$ cat src/rtl/sui_simd_reg_upstream.sv
// Upstream side of the SIMD register handoff: snapshots valid lane results
// and serializes them as a header plus one beat per enabled lane.
module sui_simd_reg_upstream #(
    parameter int NUM_LANES     = 32,
    parameter int LANE_WIDTH    = 32,
    parameter int TAG_WIDTH     = 8,
    parameter int PE_ID_WIDTH   = 8,
    parameter int LANE_ID_WIDTH = (NUM_LANES > 1) ? $clog2(NUM_LANES) : 1
) (
    input  logic                            clk,
    input  logic                            reset_poweron,
    input  logic [PE_ID_WIDTH-1:0]          peId,
    input  logic [NUM_LANES-1:0]            cntl__sui__lane_enable,
    input  logic [TAG_WIDTH-1:0]            simd__sui__tag,
    input  logic [NUM_LANES*LANE_WIDTH-1:0] simd__sui__regs,
    input  logic [NUM_LANES-1:0]            simd__sui__regs_valid,
    output logic                            sui__simd__regs_complete,
    output logic                            sui__sys__valid,
    input  logic                            sys__sui__ready,
    output logic [1:0]                      sui__sys__cntl,
    output logic [LANE_ID_WIDTH-1:0]        sui__sys__lane,
    output logic [LANE_WIDTH-1:0]           sui__sys__data
);

    localparam int CNT_RAW = $clog2(NUM_LANES + 1);
    localparam int CNT_W   = (CNT_RAW > 8) ? CNT_RAW : 8;

    localparam logic [1:0] CNTL_SOP = 2'b01;
    localparam logic [1:0] CNTL_MOP = 2'b00;
    localparam logic [1:0] CNTL_EOP = 2'b10;

    typedef enum logic [2:0] {
        S_IDLE,
        S_HDR,
        S_DATA,
        S_CMPL,
        S_WCLR
    } state_e;

    state_e state_q, state_d;

    logic [NUM_LANES-1:0]                 mask_q, mask_d;
    logic [NUM_LANES-1:0][LANE_WIDTH-1:0] result_q, result_d;
    logic [TAG_WIDTH-1:0]                 tag_q, tag_d;
    logic [PE_ID_WIDTH-1:0]               pe_q, pe_d;
    logic [CNT_W-1:0]                     cnt_q, cnt_d;

    logic                     trigger;
    logic                     en_clear;
    logic [CNT_W-1:0]         en_cnt;
    logic [LANE_ID_WIDTH-1:0] lane_k;
    logic [NUM_LANES-1:0]     low_oh;
    logic [NUM_LANES-1:0]     rest_mask;
    logic                     last_lane;
    logic [LANE_WIDTH-1:0]    hdr_word;

    // Trigger needs every enabled lane valid; an empty enable never fires.
    assign trigger  = (cntl__sui__lane_enable != '0) &&
                      ((simd__sui__regs_valid & cntl__sui__lane_enable)
                       == cntl__sui__lane_enable);
    assign en_clear = (simd__sui__regs_valid & cntl__sui__lane_enable) == '0;

    always_comb begin
        en_cnt = '0;
        for (int i = 0; i < NUM_LANES; i++) begin
            en_cnt = en_cnt + CNT_W'(cntl__sui__lane_enable[i]);
        end
    end

    always_comb begin
        lane_k = '0;
        low_oh = '0;
        for (int i = NUM_LANES - 1; i >= 0; i--) begin
            if (mask_q[i]) begin
                lane_k    = LANE_ID_WIDTH'(i);
                low_oh    = '0;
                low_oh[i] = 1'b1;
            end
        end
    end

    assign rest_mask = mask_q & ~low_oh;
    assign last_lane = (rest_mask == '0);

    always_comb begin
        hdr_word = '0;
        hdr_word[TAG_WIDTH-1:0]                  = tag_q;
        hdr_word[TAG_WIDTH +: PE_ID_WIDTH]       = pe_q;
        hdr_word[TAG_WIDTH + PE_ID_WIDTH +: 8]   = cnt_q[7:0];
    end

    always_ff @(posedge clk or negedge reset_poweron) begin
        if (!reset_poweron) begin
            state_q <= S_IDLE;
        end else begin
            state_q <= state_d;
        end
    end

    always_comb begin
        state_d = state_q;
        unique case (state_q)
            S_IDLE: if (trigger) state_d = S_HDR;
            S_HDR:  if (sys__sui__ready) state_d = S_DATA;
            S_DATA: if (sys__sui__ready && last_lane) state_d = S_CMPL;
            S_CMPL: state_d = S_WCLR;
            S_WCLR: if (en_clear) state_d = S_IDLE;
            default: state_d = S_IDLE;
        endcase
    end

    always_comb begin
        sui__sys__valid          = 1'b0;
        sui__sys__cntl           = CNTL_MOP;
        sui__sys__lane           = '0;
        sui__sys__data           = '0;
        sui__simd__regs_complete = 1'b0;
        unique case (state_q)
            S_HDR: begin
                sui__sys__valid = 1'b1;
                sui__sys__cntl  = CNTL_SOP;
                sui__sys__data  = hdr_word;
            end
            S_DATA: begin
                sui__sys__valid = 1'b1;
                sui__sys__cntl  = last_lane ? CNTL_EOP : CNTL_MOP;
                sui__sys__lane  = lane_k;
                sui__sys__data  = result_q[lane_k];
            end
            S_CMPL: sui__simd__regs_complete = 1'b1;
            default: ;
        endcase
    end

    // Snapshot is taken only on the trigger edge; later input churn is ignored.
    always_comb begin
        mask_d   = mask_q;
        result_d = result_q;
        tag_d    = tag_q;
        pe_d     = pe_q;
        cnt_d    = cnt_q;
        if (state_q == S_IDLE && trigger) begin
            mask_d = cntl__sui__lane_enable;
            for (int i = 0; i < NUM_LANES; i++) begin
                result_d[i] = simd__sui__regs[i*LANE_WIDTH +: LANE_WIDTH];
            end
            tag_d = simd__sui__tag;
            pe_d  = peId;
            cnt_d = en_cnt;
        end else if (state_q == S_DATA && sys__sui__ready) begin
            mask_d = rest_mask;
        end
    end

    always_ff @(posedge clk or negedge reset_poweron) begin
        if (!reset_poweron) begin
            mask_q   <= '0;
            result_q <= '0;
            tag_q    <= '0;
            pe_q     <= '0;
            cnt_q    <= '0;
        end else begin
            mask_q   <= mask_d;
            result_q <= result_d;
            tag_q    <= tag_d;
            pe_q     <= pe_d;
            cnt_q    <= cnt_d;
        end
    end

endmodule

$ cat config.mk
export PLATFORM = sky130hd
export DESIGN_NAME = sui_simd_reg_upstream
export DESIGN_NICKNAME = d
export VERILOG_FILES = /design/src/rtl/sui_simd_reg_upstream.sv
export SDC_FILE = /design/constraint.sdc
export NUM_CORES = 2
export LEC_CHECK = 0
export BUFFER_PORTS_ARGS = -buffer_cell sky130_fd_sc_hd__buf_4
export CORE_AREA = 2 2 452 454
export CTS_CLUSTER_DIAMETER = 150
export DETAILED_ROUTE_END_ITERATION = 10
export DIE_AREA = 0 0 454 456
export GPL_TIMING_DRIVEN = 0
export PLACE_DENSITY = 0.44
export SLEW_MARGIN = 0
export SYNTH_ARGS = -nofsm -noshare
export SYNTH_HDL_FRONTEND = slang
export SYNTH_SLANG_ARGS = --single-unit
$ cat constraint.sdc
create_clock -name clk -period 4.19 [get_ports clk]
set_input_delay 0.838 -clock clk [delete_from_list [all_inputs] [get_ports clk]]
set_output_delay 0.838 -clock clk [all_outputs]
set_load 0.01 [all_outputs]
==> reports/results.ini <==
[sta]
hold_viol_final = 0
period_minus_slack_ns = 5.95
finClkSkew_ns = 0.0226
hold_slack_ns = 0.238
final_max_slew_viol_count = 0
max_freq_mhz = 168
rsz0062_at_grt = true
relSlewSlack_pct = 14.4
setup_viol = 45
setup_ws_ns = -1.76
fin_tns_setup_ns = -48.36
finalCritPeriodShare_pct = 142
worst_slew_pin_slew_ns = 1.28

[drt]
first_pass_iters = 5
routed_wl_um = 327000
via_per_inst = 5.22
antenna_left = 0
avgRoutedWirePerCell_um = 38.2
num_vias = 44697
first_iter_violations = 3892
drc = 0

[critical_path]
cp.required_ns = 3.35
critical_path_class = register to primary output
cp_cell_sequence = or3_4, o211a_4, or3_4, nor2_4, buf_6, buf_12, buf_12, nand3_1, a32oi_4, nand4_1, or4_4, buf_6
cp_num_buf_inv = 4
cp_max_fo = 8
critPathLaunchType = register
arrival_ns = 5.11
worst_path_max_delay_cell = nand4_1
end_kind = primary output
crit_family = simple AND/OR/NAND/NOR gates
critPathMaxStageDelay_ns = 0.73

[grt]
grt_pass1_vias = 44257
grt_pass1_wl_um = 422000
grt_overflow = 0
antenna_found_initial = 157
grt_max_degree = 166
grtUsageTotal_pct = 30.7

[die]
start_util_pct = 25.4
die-area_mm2 = 0.207
ios = 1148
core_area_mm2 = 0.202
die_w_um = 454
num_rows = 165
die_height_um = 456

[pwr]
ir_drop_mv = 0.615
total_power_mw = 27.5
pwr_density_cell_mw_per_mm2 = 368
p_leak_nw = 35.0
netSwitchingPower_mw = 7.78
clock_power_share_pct = 45.1
swShare_pct = 28.3
p_seq_share_pct = 38.4
p_int_mw = 19.7
power_frac_comb_pct = 16.5

[clocking]
cts_inserted_buffers = 138
cts_sinks = 1081
cts_root_buffer = clkbuf_16
cts_tree = yes
clk_pin_slew_worst_paths_ns = 0.06
clock_path_buffers = 3
h-tree-depth = 4
clock_latency_ns = 0.83

[layout]
regArea_mm2 = 0.0271
mostFrequentLayoutCell = buf_4
layout_common_cells = 1269 x buf_4, 1063 x dfrtp_1, 1045 x mux2_2, 456 x nand2_1, 179 x mux2i_1
final_cell_area_mm2 = 0.0748
fin_cells = 8564
drive_gt1_share_pct = 55.8
utilization_pct = 37.1
nets = 6831
syn2layout_area_growth_pct = 46.0
multiInputGateArea_mm2 = 0.0252
n_fill_cell = 19924

[placed_design]
post-dp-hpwl_um = 257000
dp.cells = 8042
placed_area_mm2 = 0.0636
dpl_worst_slack_ns = -3.77
gp_congestion = 0.922
portBuffers = 1147

[synthesis]
synthFlopType = dfrtp_1
avgSynthCellArea_um2 = 12.2
synthCells = 4206
async_reset_ff_share_pct = 100
synth-edff-count = 0
synth_fp_nets = 5345
synth-seq-cells = 1081
yosysSeqAreaShare_pct = 52.8
ys_types = 77
yosys_warnings = 0
syn_area_mm2 = 0.0512

[hold_path]
hold_path_class = input port to register

[outcome]
status = finished, violations left
violations = setup timing

[job]
max_cap_violations = 0

-- cells in the mapped netlist, drive strengths merged (5+ instances only) --
master | instances | area share, %
dfrtp | 1081 | 53
mux2 | 1050 | 23
nand2 | 471 | 3.5
mux2i | 237 | 4.6
buf | 197 | 2.0
nand3 | 147 | 1.4
o21ai | 132 | 1.3
clkbuf | 102 | 0.75
nor2 | 76 | 0.58
inv | 67 | 0.49
and3 | 61 | 0.74
nor3 | 56 | 0.57
a21oi | 54 | 0.53
a31oi | 47 | 0.57
nand4 | 45 | 0.55
o221ai | 39 | 0.67
o22ai | 32 | 0.39
a22oi | 27 | 0.40
a32oi | 25 | 0.43
fa | 24 | 0.94
nor4 | 24 | 0.31
or4 | 22 | 0.32
a211oi | 21 | 0.31
o22a | 19 | 0.32
o211ai | 13 | 0.20
a221oi | 11 | 0.19
a2111oi | 10 | 0.17
o31ai | 10 | 0.15
ha | 8 | 0.20
a2bb2oi | 7 | 0.13
and2 | 7 | 0.085
or2 | 7 | 0.085
or3 | 7 | 0.085
nand4b | 5 | 0.085
o2111ai | 5 | 0.085
-- logic make-up (layout without fill, tap and decap cells) --
| group | after synthesis | in the layout | share of synthesized area (%) |
|---|---|---|---|
| xor gates and xnor gates | 3 | 3 | 0.0513 |
| buffers and inverters | 366 | 1961 | 3.23 |
| and+or+nand+nor | 945 | 945 | 8.56 |
| muxes | 1287 | 1287 | 27.7 |
| other | 0 | 91 | 0 |
| DFF | 1081 | 1081 | 52.8 |
| adders and majority gates | 34 | 34 | 1.17 |
| AOI/OAI and AO/OA | 490 | 490 | 6.48 |
-- final timing paths --
kind	start	endpoint	slack (ns)	depth (start not counted)
worst max-delay path	mask_q[8]	sui__sys__data[2]	-1.76	12
worst min-delay path	simd__sui__regs[919]	result_q[919]	0.24	2
worst max register to register	mask_q[8]	state_q[0]	-0.45	27
worst min register to register	result_q[671]	result_q[671]	0.50	1
max in group asynchronous	reset_poweron	result_q[996]	1.06	6
min in group asynchronous	reset_poweron	result_q[483]	0.57	2
-- layer usage --
metal	part of all wire (%)	GRT usage, %	vias up
li1	-	-	18389
met1	42	39.8	23730
met2	47	49.1	2024
met3	5.9	5.48	508
met4	4.9	15.5	46
met5	0.093	0	-
-- final cells by class --
type | instances | area share, %
antenna | 91 | 0.304
buffer | 286 | 3.85
clock buffer | 201 | 5.36
clock inverter | 48 | 0.786
inverter | 67 | 0.356
multi-input combinational | 2759 | 33.7
sequential | 1081 | 36.2
tap | 2672 | 4.47
timing repair buffer | 1359 | 15.0
-- state kept, by name (all words and copies together), names as in the netlist --
register / cells
cnt_q: 6
mask_q: 32
pe_q: 8
result_q: 1024
state_q: 3
tag_q: 8
-- worst register-to-register path, delay by kind of cell, from the launching register on --
family	cells	cell delay, ns
DFF	1	0.44
buffers and inverters	19	2.53
AOI/OAI and AO/OA	3	0.38
and+or+nand+nor	5	1.20
-- power groups by stage --
| stage | Combinational [mW] | Sequential [mW] | Clock [mW] |
|---|---|---|---|
| finish | 4.55 | 10.6 | 12.4 |
| floorplan | 1.23 | 10.7 | 0 |
| global placement | 3.45 | 10.8 | 0 |
| detailed placement | 3.51 | 10.7 | 0 |
| CTS | 4.25 | 10.6 | 12.6 |
| global route | 4.80 | 10.6 | 13.0 |
-- timing repair --
| action | 4_1_cts | 5_1_grt |
|---|---|---|
| hold endpoints to repair | 71 | 0 |
| setup buffers | 127 | 63 |
| hold buffers | 1 | 0 |
| pin swaps | 115 | 91 |
| endpoints found under the setup margin | 709 | 134 |
| gates cloned | 5 | 4 |
| gates resized for setup | 888 | 195 |
No activity file was read; power rests on OpenSTA's default activity.
